`src/rtl/spi_ram_pkg.sv`:
```
// spi_ram_pkg: shared definitions for the SPI command-decoded RAM slave.
//   opcode_e : 2-bit command opcode carried in the top bits of each rx word
//   OP_W     : opcode field width
package spi_ram_pkg;

  localparam int OP_W = 2;

  typedef enum logic [OP_W-1:0] {
    OP_SET_WR  = 2'b00,
    OP_WR_DATA = 2'b01,
    OP_SET_RD  = 2'b10,
    OP_RD_DATA = 2'b11
  } opcode_e;

endpackage

```
`src/rtl/spi_ram_mem.sv`:
```
// spi_ram_mem: plain storage array with one synchronous write port and one
// synchronous read port. No reset; the caller qualifies addresses.
//   clk     in  rising-edge clock
//   wr_en   in  write strobe
//   wr_addr in  write address
//   wr_data in  write data
//   rd_en   in  read strobe; rd_data updates only when set, else holds
//   rd_addr in  read address
//   rd_data out registered read data
module spi_ram_mem #(
  parameter int DATA_W    = 8,
  parameter int ADDR_W    = 8,
  parameter int MEM_DEPTH = 256
) (
  input  logic              clk,
  input  logic              wr_en,
  input  logic [ADDR_W-1:0] wr_addr,
  input  logic [DATA_W-1:0] wr_data,
  input  logic              rd_en,
  input  logic [ADDR_W-1:0] rd_addr,
  output logic [DATA_W-1:0] rd_data
);

  logic [DATA_W-1:0] mem [MEM_DEPTH];

  // NOTE: storage has no reset so it maps onto RAM macros; contents after
  // power-up are undefined and must be written before being relied on.
  always_ff @(posedge clk) begin
    if (wr_en) mem[wr_addr] <= wr_data;
    if (rd_en) rd_data <= mem[rd_addr];
  end

endmodule

```
`src/rtl/spi_cmd_ram.sv`:
```
// spi_cmd_ram: command-decoded RAM slave behind an SPI slave front end.
// Each rx_valid word is {opcode, payload}: set write address, write data,
// set read address, read data. Read data returns on a valid/ready port.
// Rejected commands (unset address, out-of-range address, busy return slot)
// produce a one-cycle seq_err pulse on the cycle after the command edge.
// Optional macro SPI_RAM_AUTO_INC_EN: accepted data commands post-increment
// their address modulo MEM_DEPTH.
//   clk      in  rising-edge clock
//   rst_n    in  asynchronous active-low reset
//   rx_valid in  command word valid, one cycle per word
//   din      in  {opcode[1:0], payload[DATA_W-1:0]}
//   tx_ready in  consumer accepts dout this cycle
//   dout     out read return data
//   tx_valid out dout valid, held until accepted
//   seq_err  out one-cycle pulse: command rejected
module spi_cmd_ram
  import spi_ram_pkg::*;
#(
  parameter int DATA_W    = 8,
  parameter int ADDR_W    = 8,
  parameter int MEM_DEPTH = 256
) (
  input  logic               clk,
  input  logic               rst_n,
  input  logic               rx_valid,
  input  logic [DATA_W+1:0]  din,
  input  logic               tx_ready,
  output logic [DATA_W-1:0]  dout,
  output logic               tx_valid,
  output logic               seq_err
);

  opcode_e             op;
  logic [DATA_W-1:0]   payload;
  logic [ADDR_W-1:0]   addr_wr, addr_rd;
  logic                wr_set, rd_set;
  logic                wr_ok, rd_ok, reject;
  logic                dout_loaded;
  logic [DATA_W-1:0]   rd_data;

  assign op      = opcode_e'(din[DATA_W+OP_W-1 -: OP_W]);
  assign payload = din[DATA_W-1:0];

`ifdef SPI_RAM_AUTO_INC_EN
  function automatic logic [ADDR_W-1:0] next_addr(input logic [ADDR_W-1:0] a);
    return (int'(a) == MEM_DEPTH - 1) ? '0 : a + 1'b1;
  endfunction
`endif

  // NOTE: every signal driven here gets a default first, so no path through
  // the case leaves it unassigned and no latch is inferred.
  always_comb begin
    wr_ok  = 1'b0;
    rd_ok  = 1'b0;
    reject = 1'b0;
    if (rx_valid) begin
      unique case (op)
        OP_WR_DATA: begin
          if (wr_set && int'(addr_wr) < MEM_DEPTH) wr_ok = 1'b1;
          else                                     reject = 1'b1;
        end
        OP_RD_DATA: begin
          // The return slot is busy only if a pending word is not being
          // drained on this same edge.
          if (rd_set && int'(addr_rd) < MEM_DEPTH && !(tx_valid && !tx_ready))
            rd_ok = 1'b1;
          else
            reject = 1'b1;
        end
        default: ;
      endcase
    end
  end

  // NOTE: all state here uses non-blocking assignments so every register
  // samples pre-edge values and simulation matches the synthesized flops.
  always_ff @(posedge clk or negedge rst_n) begin
    if (!rst_n) begin
      addr_wr     <= '0;
      addr_rd     <= '0;
      wr_set      <= 1'b0;
      rd_set      <= 1'b0;
      tx_valid    <= 1'b0;
      seq_err     <= 1'b0;
      dout_loaded <= 1'b0;
    end else begin
      seq_err <= reject;
      if (rx_valid && op == OP_SET_WR) begin
        addr_wr <= payload[ADDR_W-1:0];
        wr_set  <= 1'b1;
      end
      if (rx_valid && op == OP_SET_RD) begin
        addr_rd <= payload[ADDR_W-1:0];
        rd_set  <= 1'b1;
      end
`ifdef SPI_RAM_AUTO_INC_EN
      if (wr_ok) addr_wr <= next_addr(addr_wr);
      if (rd_ok) addr_rd <= next_addr(addr_rd);
`endif
      if (rd_ok) begin
        tx_valid    <= 1'b1;
        dout_loaded <= 1'b1;
      end else if (tx_valid && tx_ready) begin
        tx_valid <= 1'b0;
      end
    end
  end

  // The RAM read register has no reset; mask it until the first accepted
  // read so dout reads 0 out of reset.
  assign dout = dout_loaded ? rd_data : '0;

  spi_ram_mem #(
    .DATA_W   (DATA_W),
    .ADDR_W   (ADDR_W),
    .MEM_DEPTH(MEM_DEPTH)
  ) u_mem (
    .clk    (clk),
    .wr_en  (wr_ok),
    .wr_addr(addr_wr),
    .wr_data(payload),
    .rd_en  (rd_ok),
    .rd_addr(addr_rd),
    .rd_data(rd_data)
  );

endmodule
```
`config.mk`:
```
export PLATFORM = sky130hd
export DESIGN_NAME = spi_cmd_ram
export DESIGN_NICKNAME = d
export VERILOG_FILES = /design/src/rtl/spi_ram_pkg.sv /design/src/rtl/spi_ram_mem.sv /design/src/rtl/spi_cmd_ram.sv
export SDC_FILE = /design/constraint.sdc
export NUM_CORES = 2
export LEC_CHECK = 0
export ABC_AREA = 1
export CORE_AREA = 4 4 397 399
export CTS_CLUSTER_SIZE = 40
export DETAILED_ROUTE_END_ITERATION = 10
export DIE_AREA = 0 0 401 403
export MAX_ROUTING_LAYER = met4
export PLACE_DENSITY = 0.7
export SYNTH_ARGS = -nofsm -noshare
export SYNTH_HDL_FRONTEND = slang
export SYNTH_HIERARCHICAL = 1
export SYNTH_SLANG_ARGS = --single-unit
```
`constraint.sdc`:
```
create_clock -name clk -period 2.5 [get_ports clk]
set_input_delay 0.375 -clock clk [delete_from_list [all_inputs] [get_ports clk]]
set_output_delay 0.375 -clock clk [all_outputs]
set_load 0.03 [all_outputs]
```
==> impl.org <==
** Floorplanning
- For this configuration, the core starts out at a cell density of 54.9%.
- Width of the die :: 401 um
- Die Footprint :: 162000 um2
- Height of the die :: 403 um
- Io pins :: 24
- The floorplan step defined a core boundary enclosing 154000 um2.
- After floorplanning, the core was divided into 144 placement rows.

** STA
- Hold violation total from the final report :: 0
- Tightest Pin Transition :: 0.831 ns
- Final slew viol count :: 0
- Setup ws final :: -0.0688 ns
- Setup-failing EPs final :: 7
- The worst path in the final design needs a cycle of 2.57 ns, including I/O delays and setup.
- Largest clock skew in the final design :: 0.0579 ns
- Sum of negative setup slack :: -0.189 ns
- Achievable frequency :: 389 MHz
- Setup repair after global routing missed its margin :: true
- Post-route fraction of the period consumed by the critical path :: 103%
- In this run the tightest slew margin relative to its limit is 44.5%.
- Final hold analysis gives a worst-case slack of 0.0502 ns.

** Clock network
- CTS Buf Count :: 203
- The tree is rooted in a sky130_fd_sc_hd__clkbuf_16.
- The longest clock path from root to sink contains 3 buffers.
- H-tree levels :: 4
- CTS clock-pin slew for the worst setup and hold paths :: 0.06 ns
- The tree built by TritonCTS fans out to 2077 sinks.
- Clock network latency to the later pin of the worst-skew pair :: 0.86 ns
- CTS tree :: done

** Worst setup path
- Of all nets on the critical path, the largest fanout is 41.
- WS Path Type :: reg -> reg
- Crit end category :: register
- Data required, critical path :: 3.11 ns
- For the worst setup path, the data arrival time is 3.18 ns.
- R2R cell count :: 13
- The worst setup path is launched from a register.

** Min path
- Hold/Removal Path Class :: in -> reg
- Worst hold stages :: 1

** Run
- The tool flagged a number of max-cap violations equal to 0.

** Drt
- In the final routed layout, each cell accounts on average for 24.6 um.
- After detailed routing, the number of remaining DRC violations is 0.
- Detailed router's first-iteration violation count :: 8141
- Vias after detailed routing :: 58700
- The first TritonRoute pass finished after 7 iterations.
- Using the TritonRoute via totals, the vias-per-cell ratio works out to 6.04.
- Final wirelength :: 239000 um
- The count of nets left with antenna violations once routing finished came out at 0.

** Logic synthesis
- Mean Syn Cell Area :: 11.9 um2
- Register bit total from synthesis :: 2077
- For this run, the number of Yosys warnings is 6.
- Number of nets in the synthesized netlist :: 7127
- Counting distinct cell types in the post-synthesis netlist gives 21.
- Cell area after synthesis :: 84400 um2
- Proportion of synthesized chip area in sequential cells :: 73.7%
- Gate count after technology mapping :: 7113

** Global routing
- Wire length of the first global-routing pass :: 350000 um
- Entering global routing, the biggest net connects 95 pins.
- The total overflow left after global routing is 0.
- Number of antenna violations at the first check in global routing :: 5
- For this run, the total global-route usage over all layers was measured as 29.6%.
- Vias in the first global route :: 55600

** Layout
- Cells fill 64.4% of the core in the end.
- Fraction of layout instances using a drive strength above 1 :: 13.8%
- The final layout contains 7517 nets.
- Final non-filler cell area :: 99000 um2
- Compared with the post-synthesis result, the final layout area differs by 17.3%.
- Non-filler instance count after layout :: 9716

** Placement
- Area post-placement :: 91200 um2
- Count of buffers inserted at the top-level ports :: 23
- Post-DP HPWL :: 143000 um
- DP Worst Slack :: -0.396 ns
- Cells after DPL :: 9299
- The congestion estimate from routability-driven global placement came to 0.932.

** Power and ir drop
- VDD sags by at most 0.000693 V.
- Power spread over the standard cell area amounts to 819 nW/um2.
- Static leakage :: 35.7 nW
- The design draws 81.1 mW.

** Outcome
- The flow ran to the end, but the final reports show violations.
- The checks that failed: negative setup slack.
==> cell type report <==
class / instances / area, um2
clock inverters: 115 / 840
inverters: 60 / 268
flip-flops and latches: 2077 / 62300
diodes: 3 / 7.51
clock buffers: 256 / 5350
repair inverters: 2 / 20.0
repair buffers: 669 / 7640
multi-input cells: 4490 / 20100
fillers: 11100 / 54800
well taps: 2044 / 2560
==> cells in the final DEF (no fill, tap or decap), drive strengths merged <==
master,synthesis,routed
dlygate4sd3,0,8
dfrtp,21,21
dlygate4sd2,0,2
diode,0,3
buf,373,627
clkinv,0,97
edfxtp,2056,2056
bufbuf,0,4
clkinvlp,0,4
o21bai,1,1
clkbuf,113,278
nand2,2164,2164
nor2,286,286
bufinv,0,4
clkdlybuf4s50,0,6
inv,60,72
nand3,2029,2029
o21ai,9,9
nor3,1,1
==> critical path, stage by stage (launching register included) <==
cell	delay, ns
sky130_fd_sc_hd__dfrtp_4	0.52
sky130_fd_sc_hd__buf_12	0.17
sky130_fd_sc_hd__buf_4	0.19
sky130_fd_sc_hd__buf_12	0.18
sky130_fd_sc_hd__nand2_1	0.08
sky130_fd_sc_hd__nand3_1	0.08
sky130_fd_sc_hd__nand3_1	0.17
sky130_fd_sc_hd__nand3_2	0.15
sky130_fd_sc_hd__nand3_2	0.13
sky130_fd_sc_hd__nand3_2	0.14
sky130_fd_sc_hd__nand3_2	0.15
sky130_fd_sc_hd__nand2_1	0.09
sky130_fd_sc_hd__nand2_2	0.14
sky130_fd_sc_hd__nand2_1	0.09
==> path summary, 6_finish.rpt <==
check	end	slack, ns	from
max	u_mem/rd_data[1]	-0.07	addr_rd[0]
min	u_mem/mem[112][1]	0.05	din[1]
max reg2reg	u_mem/rd_data[1]	-0.07	addr_rd[0]
min reg2reg	wr_set	0.51	wr_set
max in group asynchronous	addr_rd[1]	1.68	rst_n
min in group asynchronous	addr_rd[4]	0.47	rst_n
==> routing by layer <==
layer	global-route usage [%]	vias to the layer above	share of wire, %
met5	-	-	0
met4	12.6	0	4.6
met3	5.84	598	11
met2	44.8	3590	47
met1	39.4	28400	37
li1	-	26000	-
==> registers in the layout, summed over array words and instances (netlist names) <==
name	count
u_mem/mem	2048
addr_rd	8
addr_wr	8
u_mem/rd_data	8
dout_loaded	1
rd_set	1
seq_err	1
tx_valid	1
wr_set	1
==> cells in the mapped netlist, drive strengths merged <==
| cell | instances | area (um2) |
|---|---|---|
| buf | 373 | 2050 |
| clkbuf | 113 | 424 |
| dfrtp | 21 | 526 |
| edfxtp | 2056 | 61700 |
| inv | 60 | 228 |
| nand2 | 2164 | 8130 |
| nand3 | 2029 | 10200 |
| nor2 | 286 | 1080 |
| nor3 | 1 | 5.00 |
| o21ai | 9 | 75.1 |
| o21bai | 1 | 7.51 |
==> logic make-up after synthesis <==
kind of cell | Yosys count | synth area share [%]
flip-flops | 2077 | 73.7
AND/OR/NAND/NOR | 4480 | 23.0
buffers and inverters | 546 | 3.20
AO/OA/AOI/OAI | 10 | 0.0978
==> timing repair <==
action | in CTS | in global routing
cloned | 6 | 15
pin swaps | 1 | 12
endpoints found under the setup margin | 17 | 15
buffers inserted | 10 | 5
hold endpoints to repair | 172 | 0
gates resized for setup | 71 | 126
hold buffers | 8 | 0
==> where the power goes <==
group | switching [mW] | leakage, nW | internal (mW) | total [mW]
clock network | 13.0 | 3.04 | 15.6 | 28.6
logic | 9.45 | 14.0 | 4.55 | 14.0
registers | 0.136 | 18.7 | 38.4 | 38.5
total | 22.6 | 35.7 | 58.5 | 81.1
Power figures use the tool's default switching activity.
